<file path="src/rtl/riscv_mem_arbiter_pkg.sv">
// Shared types and message-size helpers for the imem/dmem memory-port arbiter.
// Message layout: {type(1), addr, len, data} for requests and {type(1), len, data} for responses.
package riscv_mem_arbiter_pkg;

    typedef enum logic {
        REQ_IMEM = 1'b0,
        REQ_DMEM = 1'b1
    } req_id_e;

    // Reset to dmem so that imem wins the first tie.
    localparam req_id_e c_last_grant_rst = REQ_DMEM;

    function automatic int unsigned mem_len_sz(input int unsigned data_sz);
        return (data_sz > 8) ? $clog2(data_sz / 8) : 1;
    endfunction

    function automatic int unsigned mem_req_msg_sz(input int unsigned addr_sz,
                                                   input int unsigned data_sz);
        return 1 + addr_sz + mem_len_sz(data_sz) + data_sz;
    endfunction

    function automatic int unsigned mem_resp_msg_sz(input int unsigned data_sz);
        return 1 + mem_len_sz(data_sz) + data_sz;
    endfunction

endpackage

</file>
<file path="src/rtl/riscv_mem_arb_idq.sv">
// In-order owner-ID queue: one bit per outstanding memory request, no push/pop bypass.
module riscv_mem_arb_idq
    import riscv_mem_arbiter_pkg::*;
#(
    parameter int unsigned p_depth = 4
) (
    input  logic clk,
    input  logic reset,
    input  logic push_i,
    input  logic push_id_i,
    input  logic pop_i,
    output logic full_o,
    output logic empty_o,
    output logic head_id_o
);

    localparam int unsigned c_ptr_sz = (p_depth > 1) ? $clog2(p_depth) : 1;
    localparam int unsigned c_cnt_sz = $clog2(p_depth) + 1;

    logic [p_depth-1:0]  ids_q,   ids_d;
    logic [c_ptr_sz-1:0] head_q,  head_d;
    logic [c_ptr_sz-1:0] tail_q,  tail_d;
    logic [c_cnt_sz-1:0] count_q, count_d;
    logic                do_push;
    logic                do_pop;

    // Full/empty come from the registered count only, so a pop never frees a slot in its own cycle.
    always_comb begin
        full_o    = (count_q == c_cnt_sz'(p_depth));
        empty_o   = (count_q == '0);
        head_id_o = ids_q[head_q];
        do_push   = push_i & ~full_o;
        do_pop    = pop_i & ~empty_o;

        ids_d   = ids_q;
        head_d  = head_q;
        tail_d  = tail_q;
        count_d = count_q;

        if (do_push) begin
            ids_d[tail_q] = push_id_i;
            tail_d        = tail_q + c_ptr_sz'(1);
        end
        if (do_pop) begin
            head_d = head_q + c_ptr_sz'(1);
        end
        if (do_push && !do_pop) begin
            count_d = count_q + c_cnt_sz'(1);
        end else if (do_pop && !do_push) begin
            count_d = count_q - c_cnt_sz'(1);
        end
    end

    always_ff @(posedge clk) begin
        if (reset) begin
            ids_q   <= '0;
            head_q  <= '0;
            tail_q  <= '0;
            count_q <= '0;
        end else begin
            ids_q   <= ids_d;
            head_q  <= head_d;
            tail_q  <= tail_d;
            count_q <= count_d;
        end
    end

endmodule

</file>
<file path="src/rtl/riscv_mem_arbiter.sv">
// Round-robin arbiter sharing one memory port between the imem (0) and dmem (1) ports;
// responses return in request order and are routed by the owner-ID queue.
module riscv_mem_arbiter
    import riscv_mem_arbiter_pkg::*;
#(
    parameter  int unsigned p_addr_sz = 32,
    parameter  int unsigned p_data_sz = 32,
    parameter  int unsigned p_max_out = 4,
    localparam int unsigned c_req_sz  = mem_req_msg_sz(p_addr_sz, p_data_sz),
    localparam int unsigned c_resp_sz = mem_resp_msg_sz(p_data_sz),
    localparam int unsigned c_cnt_sz  = $clog2(p_max_out) + 1
) (
    input  logic                 clk,
    input  logic                 reset,

    input  logic [c_req_sz-1:0]  req0_msg,
    input  logic                 req0_val,
    output logic                 req0_rdy,
    output logic [c_resp_sz-1:0] resp0_msg,
    output logic                 resp0_val,

    input  logic [c_req_sz-1:0]  req1_msg,
    input  logic                 req1_val,
    output logic                 req1_rdy,
    output logic [c_resp_sz-1:0] resp1_msg,
    output logic                 resp1_val,

    output logic [c_req_sz-1:0]  memreq_msg,
    output logic                 memreq_val,
    input  logic                 memreq_rdy,
    input  logic [c_resp_sz-1:0] memresp_msg,
    input  logic                 memresp_val,

    output logic                 err
);

    req_id_e grant_id;
    req_id_e last_grant_q;
    logic    err_q;
    logic    fire;
    logic    pop;
    logic    q_full;
    logic    q_empty;
    logic    q_head_id;

    riscv_mem_arb_idq #(
        .p_depth (p_max_out)
    ) u_idq (
        .clk       (clk),
        .reset     (reset),
        .push_i    (fire),
        .push_id_i (grant_id),
        .pop_i     (pop),
        .full_o    (q_full),
        .empty_o   (q_empty),
        .head_id_o (q_head_id)
    );

    // Grant, forwarding and response routing are all zero-latency; reset forces every output low.
    always_comb begin
        grant_id = REQ_IMEM;
        if (req0_val && req1_val) begin
            grant_id = (last_grant_q == REQ_IMEM) ? REQ_DMEM : REQ_IMEM;
        end else if (req1_val) begin
            grant_id = REQ_DMEM;
        end

        memreq_val = ~reset & (req0_val | req1_val) & ~q_full;
        memreq_msg = '0;
        if (memreq_val) begin
            memreq_msg = (grant_id == REQ_DMEM) ? req1_msg : req0_msg;
        end

        req0_rdy = memreq_val & (grant_id == REQ_IMEM) & memreq_rdy;
        req1_rdy = memreq_val & (grant_id == REQ_DMEM) & memreq_rdy;
        fire     = memreq_val & memreq_rdy;

        pop       = ~reset & memresp_val & ~q_empty;
        resp0_val = pop & ~q_head_id;
        resp1_val = pop & q_head_id;
        resp0_msg = reset ? '0 : memresp_msg;
        resp1_msg = reset ? '0 : memresp_msg;

        err = err_q;
    end

    // A response with nothing outstanding is a protocol error that latches until reset.
    always_ff @(posedge clk) begin
        if (reset) begin
            last_grant_q <= c_last_grant_rst;
            err_q        <= 1'b0;
        end else begin
            if (fire) begin
                last_grant_q <= grant_id;
            end
            if (memresp_val && q_empty) begin
                err_q <= 1'b1;
            end
        end
    end

endmodule
</file>
<file path="config.mk">
export PLATFORM = sky130hd
export DESIGN_NAME = riscv_mem_arbiter
export DESIGN_NICKNAME = d
export VERILOG_FILES = /design/src/rtl/riscv_mem_arbiter_pkg.sv /design/src/rtl/riscv_mem_arb_idq.sv /design/src/rtl/riscv_mem_arbiter.sv
export SDC_FILE = /design/constraint.sdc
export NUM_CORES = 1
export LEC_CHECK = 0
export CORE_AREA = 2 2 123 125
export DETAILED_ROUTE_END_ITERATION = 10
export DIE_AREA = 0 0 125 127
export SKIP_LAST_GASP = 1
export SYNTH_ARGS = -nofsm -noshare
export SYNTH_HDL_FRONTEND = slang
export SYNTH_SLANG_ARGS = --single-unit
</file>
<file path="constraint.sdc">
create_clock -name clk -period 3.7 [get_ports clk]
set_clock_uncertainty 0.05 [all_clocks]
set_input_delay 0.555 -clock clk [delete_from_list [all_inputs] [get_ports clk]]
set_output_delay 0.555 -clock clk [all_outputs]
set_load 0.02 [all_outputs]
</file>
==> results.py, run 1 <==
metrics = {
    "clock_network": {
        "ctsResizeCount": 0,
        "clockRootBuffer": "clkbuf_16",
        "cts_buffer_depth": 2,
        "path_clk_slew_ns": 0.05,
        "hold_buffers": 0,
        "clock_sinks": 13,
        "cts_made_buffers": 3,
        "tritoncts": "done",
        "h-tree-depth": 1,
        "insertion_delay_ns": 0.24,
        "cts_setup_buffers": 0,
    },
    "synthesis": {
        "ys_seq_area_share_pct": 11.5,
        "syn_nets": 562,
        "ys.flop_type": "dfxtp_1",
        "synth_area_leaders": "nand2_1, a21oi_1, buf_4",
        "synth_top_family_by_area": "simple AND/OR/NAND/NOR gates",
        "muxShareOfSynthArea_pct": 3.66,
        "ys_types": 33,
        "yosys-top-cells-count": "nand2_1, a21oi_1, buf_4, nor2b_1, dfxtp_1",
        "yosysMostFrequentCell": "nand2_1",
        "syn-cell-area_um2": 2260,
        "synth_edf_count": 0,
        "avgSynthCellArea_um2": 5.92,
        "synth_largest_area_cell": "nand2_1",
        "synth_top_area_share_pct": 23.3,
        "synth-adder-area-share_pct": 3.66,
        "ys_ff_latch": 13,
        "synth_xor_area_share_pct": 0.776,
        "syn_inst": 381,
        "async_flop_share_pct": 0,
        "ys_warn_count": 0,
        "yosys.area_share.simple_pct": 39.6,
        "synth_compound_area_share_pct": 19.5,
    },
    "detailed_routing": {
        "postRouteWirelength_mm": 11.4,
        "dr.pass1.iters": 4,
        "avgViaCountPerCell": 4.18,
        "post-route-drc-count": 0,
        "drt_iter0_drc": 112,
        "wire_per_inst_um": 13.8,
        "vias": 3448,
        "drt.antenna.violating_nets": 0,
    },
    "status": {
        "status": "completed",
    },
    "die": {
        "dieArea_um2": 15900,
        "io_pins": 318,
        "core_um2": 14400,
        "initial_core_util_pct": 15.6,
        "die_x_um": 125,
        "die_h_um": 127,
        "rows": 44,
    },
    "place": {
        "port_buffers": 317,
        "place_ws_ns": 0.397,
        "dp.cells": 820,
        "gp_congestion": 0.843,
        "hpwl_mm": 9.11,
    },
    "hold_path": {
        "min_path_type": "reg2reg",
        "min_path_cells": 2,
    },
    "grt": {
        "grt_first_pass_wirelength_mm": 17.2,
        "grt_use_total_pct": 13.0,
        "grt_pass1_vias": 3505,
        "antenna_found_initial": 0,
        "grt_overflow": 0,
        "grt_start_max_net_pins": 74,
    },
    "sta": {
        "finalSetupViolCount": 0,
        "hold_violations": 0,
        "worstMarginPinSlew_ns": 0.444,
        "setup_tns_ns": 0,
        "drv_slew": 0,
        "slew_headroom_pct": 70.4,
        "rsz0062_at_grt": "no",
        "finalCritPeriodShare_pct": 89.4,
        "setup_ws_ns": 0.393,
        "min_period_ns": 3.31,
        "max_freq_mhz": 302,
    },
    "power_and_ir_drop": {
        "leakagePower_nw": 2.06,
        "powerDensity_nw_per_um2": 237,
        "vdd_drop_max_v": 0.000174,
    },
    "critical_path": {
        "startpoint_type": "input pin",
        "critPathArrivalTime_ns": 2.70,
        "path_class": "in2out",
        "critPathCaptureType": "output port",
        "r2r_cells": 9,
        "cp_max_fo": 68,
        "worstPathRequired_ns": 3.09,
    },
    "run": {
        "max_cap_violations": 0,
    },
    "final_layout": {
        "fin_cells": 824,
        "fillers": 1471,
        "areaGrowthSynthToFinish_pct": 137,
        "nNetsFinal": 822,
        "drive_gt1_share_pct": 1.72,
        "final_util_pct": 37.0,
        "n_antenna_cell": 0,
    },
}
==> report_power, final <==
group	switching [mW]	total, mW	internal [mW]	leakage, nW
Clock	0.0604	0.206	0.145	0.0382
Combinational	0.419	0.876	0.457	1.91
Sequential	0.0229	0.182	0.159	0.106
==> per-stage QoR <==
stage	total power, mW	instance area (um^2)	hold WS (ns)
global route	1.34	5340	0.451
floorplan	0.642	2260	0.385
detailed placement	1.07	5260	0.417
global placement	1.06	5260	0.397
CTS	1.28	5340	0.425
finish	1.26	5340	0.419
==> layer usage <==
metal / vias to the layer above / part of all wire, % / track usage [%]
met5: - / 0 / 0
met1: 1517 / 39 / 14.7
met4: 0 / 1.9 / 3.92
met3: 14 / 8.6 / 2.97
met2: 201 / 50 / 24.3
li1: 1716 / - / -
==> registers in the layout, summed over array words and instances, names as in the netlist <==
signal,cells
u_idq.count_q,3
u_idq.ids_q,4
u_idq.head_q,2
err,1
last_grant_q,1
u_idq.tail_q,2
==> placed cells by master, fill, tap and decap left out, types with 2 or more instances in the layout <==
cell type,count
a21oi_1,72
buf_12,2
clkbuf_16,3
clkdlybuf4s50_1,317
dfxtp_1,13
ha_1,5
inv_1,7
mux2i_1,6
nand2_1,140
nand3_1,2
nand4_1,6
nor2_1,6
nor2b_1,36
o21ai_0,2
o31ai_1,3
or3_1,3
xor2_1,2
==> cells by family (layout without fill, tap and decap cells) <==
family | after synthesis | after routing
XOR/XNOR | 2 | 2
AND/OR/NAND/NOR | 199 | 199
multiplexers | 7 | 7
AO/OA/AOI/OAI | 82 | 82
adder cells (fa/ha/maj) | 6 | 6
buffers and inverters | 72 | 331
flip-flops | 13 | 13
==> layout make-up <==
| class | instances | area (um^2) | area share [%] |
|---|---|---|---|
| repair buffers | 320 | 3220 | 60.3 |
| multi-input cells | 296 | 1520 | 28.5 |
| flip-flops and latches | 13 | 260 | 4.87 |
| well taps | 184 | 230 | 4.31 |
| clock buffers | 4 | 78.8 | 1.48 |
| inverters | 7 | 26.3 | 0.492 |
==> worst max-delay path, stage by stage <==
cell and delay (ns):
clkdlybuf4s50_1 0.58, o21ba_2 0.32, nand2_8 0.26, a21oi_1 0.28
clkdlybuf4s50_1 0.64
==> worst paths after layout <==
path	start	end	slack, ns
worst max-delay path	req0_val	memreq_msg[3]	0.39
worst min-delay path	u_idq.ids_q[2]$_SDFFE_PP0P_	u_idq.ids_q[2]$_SDFFE_PP0P_	0.42
worst max register to register	u_idq.count_q[0]$_SDFFE_PP0P_	u_idq.count_q[2]$_SDFFE_PP0P_	1.13
worst min register to register	u_idq.ids_q[2]$_SDFFE_PP0P_	u_idq.ids_q[2]$_SDFFE_PP0P_	0.42
(Power assumes the default switching activity.)
==> run 2: changes to the inputs <==
--- a/config.mk
+++ b/config.mk
@@ -8,6 +8,7 @@
 export CORE_AREA = 2 2 123 125
 export DETAILED_ROUTE_END_ITERATION = 10
 export DIE_AREA = 0 0 125 127
+export GPL_TIMING_DRIVEN = 0
 export SKIP_LAST_GASP = 1
 export SYNTH_ARGS = -nofsm -noshare
 export SYNTH_HDL_FRONTEND = slang
==> run 2 against run 1 <==
  * Wire length rose by 11%
  * Cell count rose by 7.4%
  * Sequential power barely moved
  * Critical path depth rose by 1
  * Setup slack got worse by 0.21 ns
  * Clock-buffer cell count did not move
  * Global-route usage rose by 1.8 points
  * First-iteration DRC count fell by 45%
  * Maximum frequency fell by 5.9%
  * Cell area rose by 7.3%
  * Die area did not move
  * Critical path type unchanged
  * Highest routed layer unchanged
==> results.py, run 2 (synthesis results as in run 1) <==
metrics = {
    "status": {
        "status": "completed",
    },
    "clock_network": {
        "hold_buffers": 0,
        "path_clk_slew_ns": 0.04,
        "cts_setup_buffers": 0,
        "insertion_delay_ns": 0.24,
        "cts_made_buffers": 3,
        "cts_buffer_depth": 2,
        "clock_sinks": 13,
        "ctsResizeCount": 0,
        "tritoncts": "done",
        "h-tree-depth": 1,
        "clockRootBuffer": "clkbuf_16",
    },
    "grt": {
        "grt_overflow": 0,
        "grt_use_total_pct": 14.8,
        "grt_first_pass_wirelength_mm": 19.4,
        "antenna_found_initial": 0,
        "grt_start_max_net_pins": 11,
        "grt_pass1_vias": 3766,
    },
    "critical_path": {
        "rr_endpoint": "u_idq.count_q[2]$_SDFFE_PP0P_",
        "critPathBufInv": 3,
        "worstPathRequired_ns": 3.09,
        "cp_common_cell": "clkdlybuf4s50_1",
        "critPathArrivalTime_ns": 2.91,
        "r2r_start": "u_idq.count_q[0]$_SDFFE_PP0P_",
        "crit_family": "buffers and inverters",
        "path_cells": "clkdlybuf4s50_1, a21boi_2, clkbuf_1, nand2_1, a21oi_1, clkdlybuf4s50_1",
        "cp_max_fo": 10,
        "path_class": "in2out",
        "regToRegSetupSlack_ns": 1.34,
        "cpPeakStageDelay_ns": 0.69,
        "startpoint_type": "input pin",
        "cpMaxStageDelayCell": "clkdlybuf4s50_1",
        "critPathCaptureType": "output port",
        "r2r_cells": 10,
        "crit_start": "req1_val",
    },
    "place": {
        "port_buffers": 316,
        "dp.cells": 881,
        "gp_congestion": 0.864,
        "hpwl_mm": 10.6,
    },
    "hold_path": {
        "min_delay_worst_endpoint": "u_idq.ids_q[0]$_SDFFE_PP0P_",
        "min_path_cells": 2,
        "min_from": "u_idq.ids_q[0]$_SDFFE_PP0P_",
        "min_path_type": "reg2reg",
    },
    "sta": {
        "slew_headroom_pct": 64.4,
        "min_period_ns": 3.52,
        "finalSetupViolCount": 0,
        "hold_violations": 0,
        "drv_slew": 0,
        "setup_tns_ns": 0,
        "max_freq_mhz": 284,
        "hold_slack_ns": 0.412,
        "rsz0062_at_grt": "no",
        "finalCritPeriodShare_pct": 95.0,
        "worstMarginPinSlew_ns": 0.534,
    },
    "power_and_ir_drop": {
        "comb_power_share_pct": 71.3,
        "vdd_drop_max_v": 0.000151,
        "pwr-share-clk_pct": 15.1,
        "seq_power_share_pct": 13.6,
        "switching_share_pct": 39.0,
        "power_mw": 1.34,
        "powerDensity_nw_per_um2": 233,
        "p_int_mw": 0.814,
        "leakagePower_nw": 2.31,
        "p_sw_mw": 0.521,
    },
    "die": {
        "core_um2": 14400,
        "initial_core_util_pct": 15.6,
        "rows": 44,
        "dieArea_um2": 15900,
        "die_h_um": 127,
        "die_x_um": 125,
        "io_pins": 318,
    },
    "detailed_routing": {
        "dr.pass1.iters": 4,
        "drt_iter0_drc": 62,
        "drt.antenna.violating_nets": 0,
        "post-route-drc-count": 0,
        "avgViaCountPerCell": 4.10,
        "wire_per_inst_um": 14.3,
        "postRouteWirelength_mm": 12.6,
        "vias": 3632,
    },
    "run": {
        "max_cap_violations": 0,
    },
    "final_layout": {
        "largest_register_ffs": 4,
        "nNetsFinal": 883,
        "layout_commonest_cell": "clkdlybuf4s50_1",
        "top_register": "u_idq.ids_q",
        "largestRegisters": "u_idq.ids_q (4), u_idq.count_q (3)",
        "fin_cells": 885,
        "n_antenna_cell": 0,
        "areaGrowthSynthToFinish_pct": 154,
        "drive_gt1_share_pct": 9.13,
        "final_cell_mix": "clkdlybuf4s50_1, nand2_1, a21oi_1",
    },
}
-- run 2: cell types whose count changed in the layout (fill, tap and decap cells not counted) --
cell             before  now
a21boi_4              1    0
buf_2                 0   12
clkdlybuf4s50_1     317  316
buf_12                2    1
buf_6                 0    1
buf_4                 1   40
buf_8                 0    2
clkbuf_1              1   10
a21boi_2              0    1
-- run 2: final cells by class --
type / count / area, um^2
Sequential cell: 13 / 260
Clock buffer: 4 / 78.8
Inverter: 7 / 26.3
Fill cell: 1505 / 8690
Buffer: 65 / 455
Timing Repair Buffer: 316 / 3160
Tap cell: 184 / 230
Multi-Input combinational cell: 296 / 1520
-- run 2: power groups by stage --
stage	clock network (mW)	registers, mW	logic [mW]
after global routing	0.215	0.186	1.02
after floorplan	0	0.183	0.460
after CTS	0.209	0.181	0.965
final	0.202	0.182	0.952
after global placement	0	0.183	0.950
after detailed placement	0	0.184	0.959
-- run 2: layer usage --
metal	GRT usage, %	vias to the layer above	share of wire (%)
met5	0	-	0
met4	1.96	0	0.54
met3	4.15	5	9.3
met2	28.5	203	51
met1	16.5	1592	39
li1	-	1832	-
-- run 2: through the flow --
step / utilization [%] / setup WS (ns) / instance area (um^2)
after floorplan: - / 1.30 / 2260
after global placement: 39.2 / 0.121 / 5650
after detailed placement: 39.2 / 0.154 / 5650
after CTS: 39.7 / 0.136 / 5730
after global routing: 39.7 / 0.0261 / 5730
final: 39.7 / 0.184 / 5730
-- run 2: how the worst max path moves through the flow --
stage,to,slack (ns),depth (start not counted)
after floorplan,u_idq.count_q[2]$_SDFFE_PP0P_,1.30,10
after global placement,memreq_msg[2],0.12,6
after detailed placement,memreq_msg[2],0.15,6
after CTS,memreq_msg[2],0.14,6
after global routing,memreq_msg[4],0.03,6
final,memreq_msg[4],0.18,6
-- run 2: worst reg2reg max path: cells and delay by family (launching register included) --
family / cells / cell delay, ns
XOR/XNOR: 1 / 0.17
AND/OR/NAND/NOR: 3 / 0.65
adder cells (fa/ha/maj): 2 / 0.55
flip-flops: 1 / 0.44
AO/OA/AOI/OAI: 1 / 0.14
buffers and inverters: 3 / 0.30
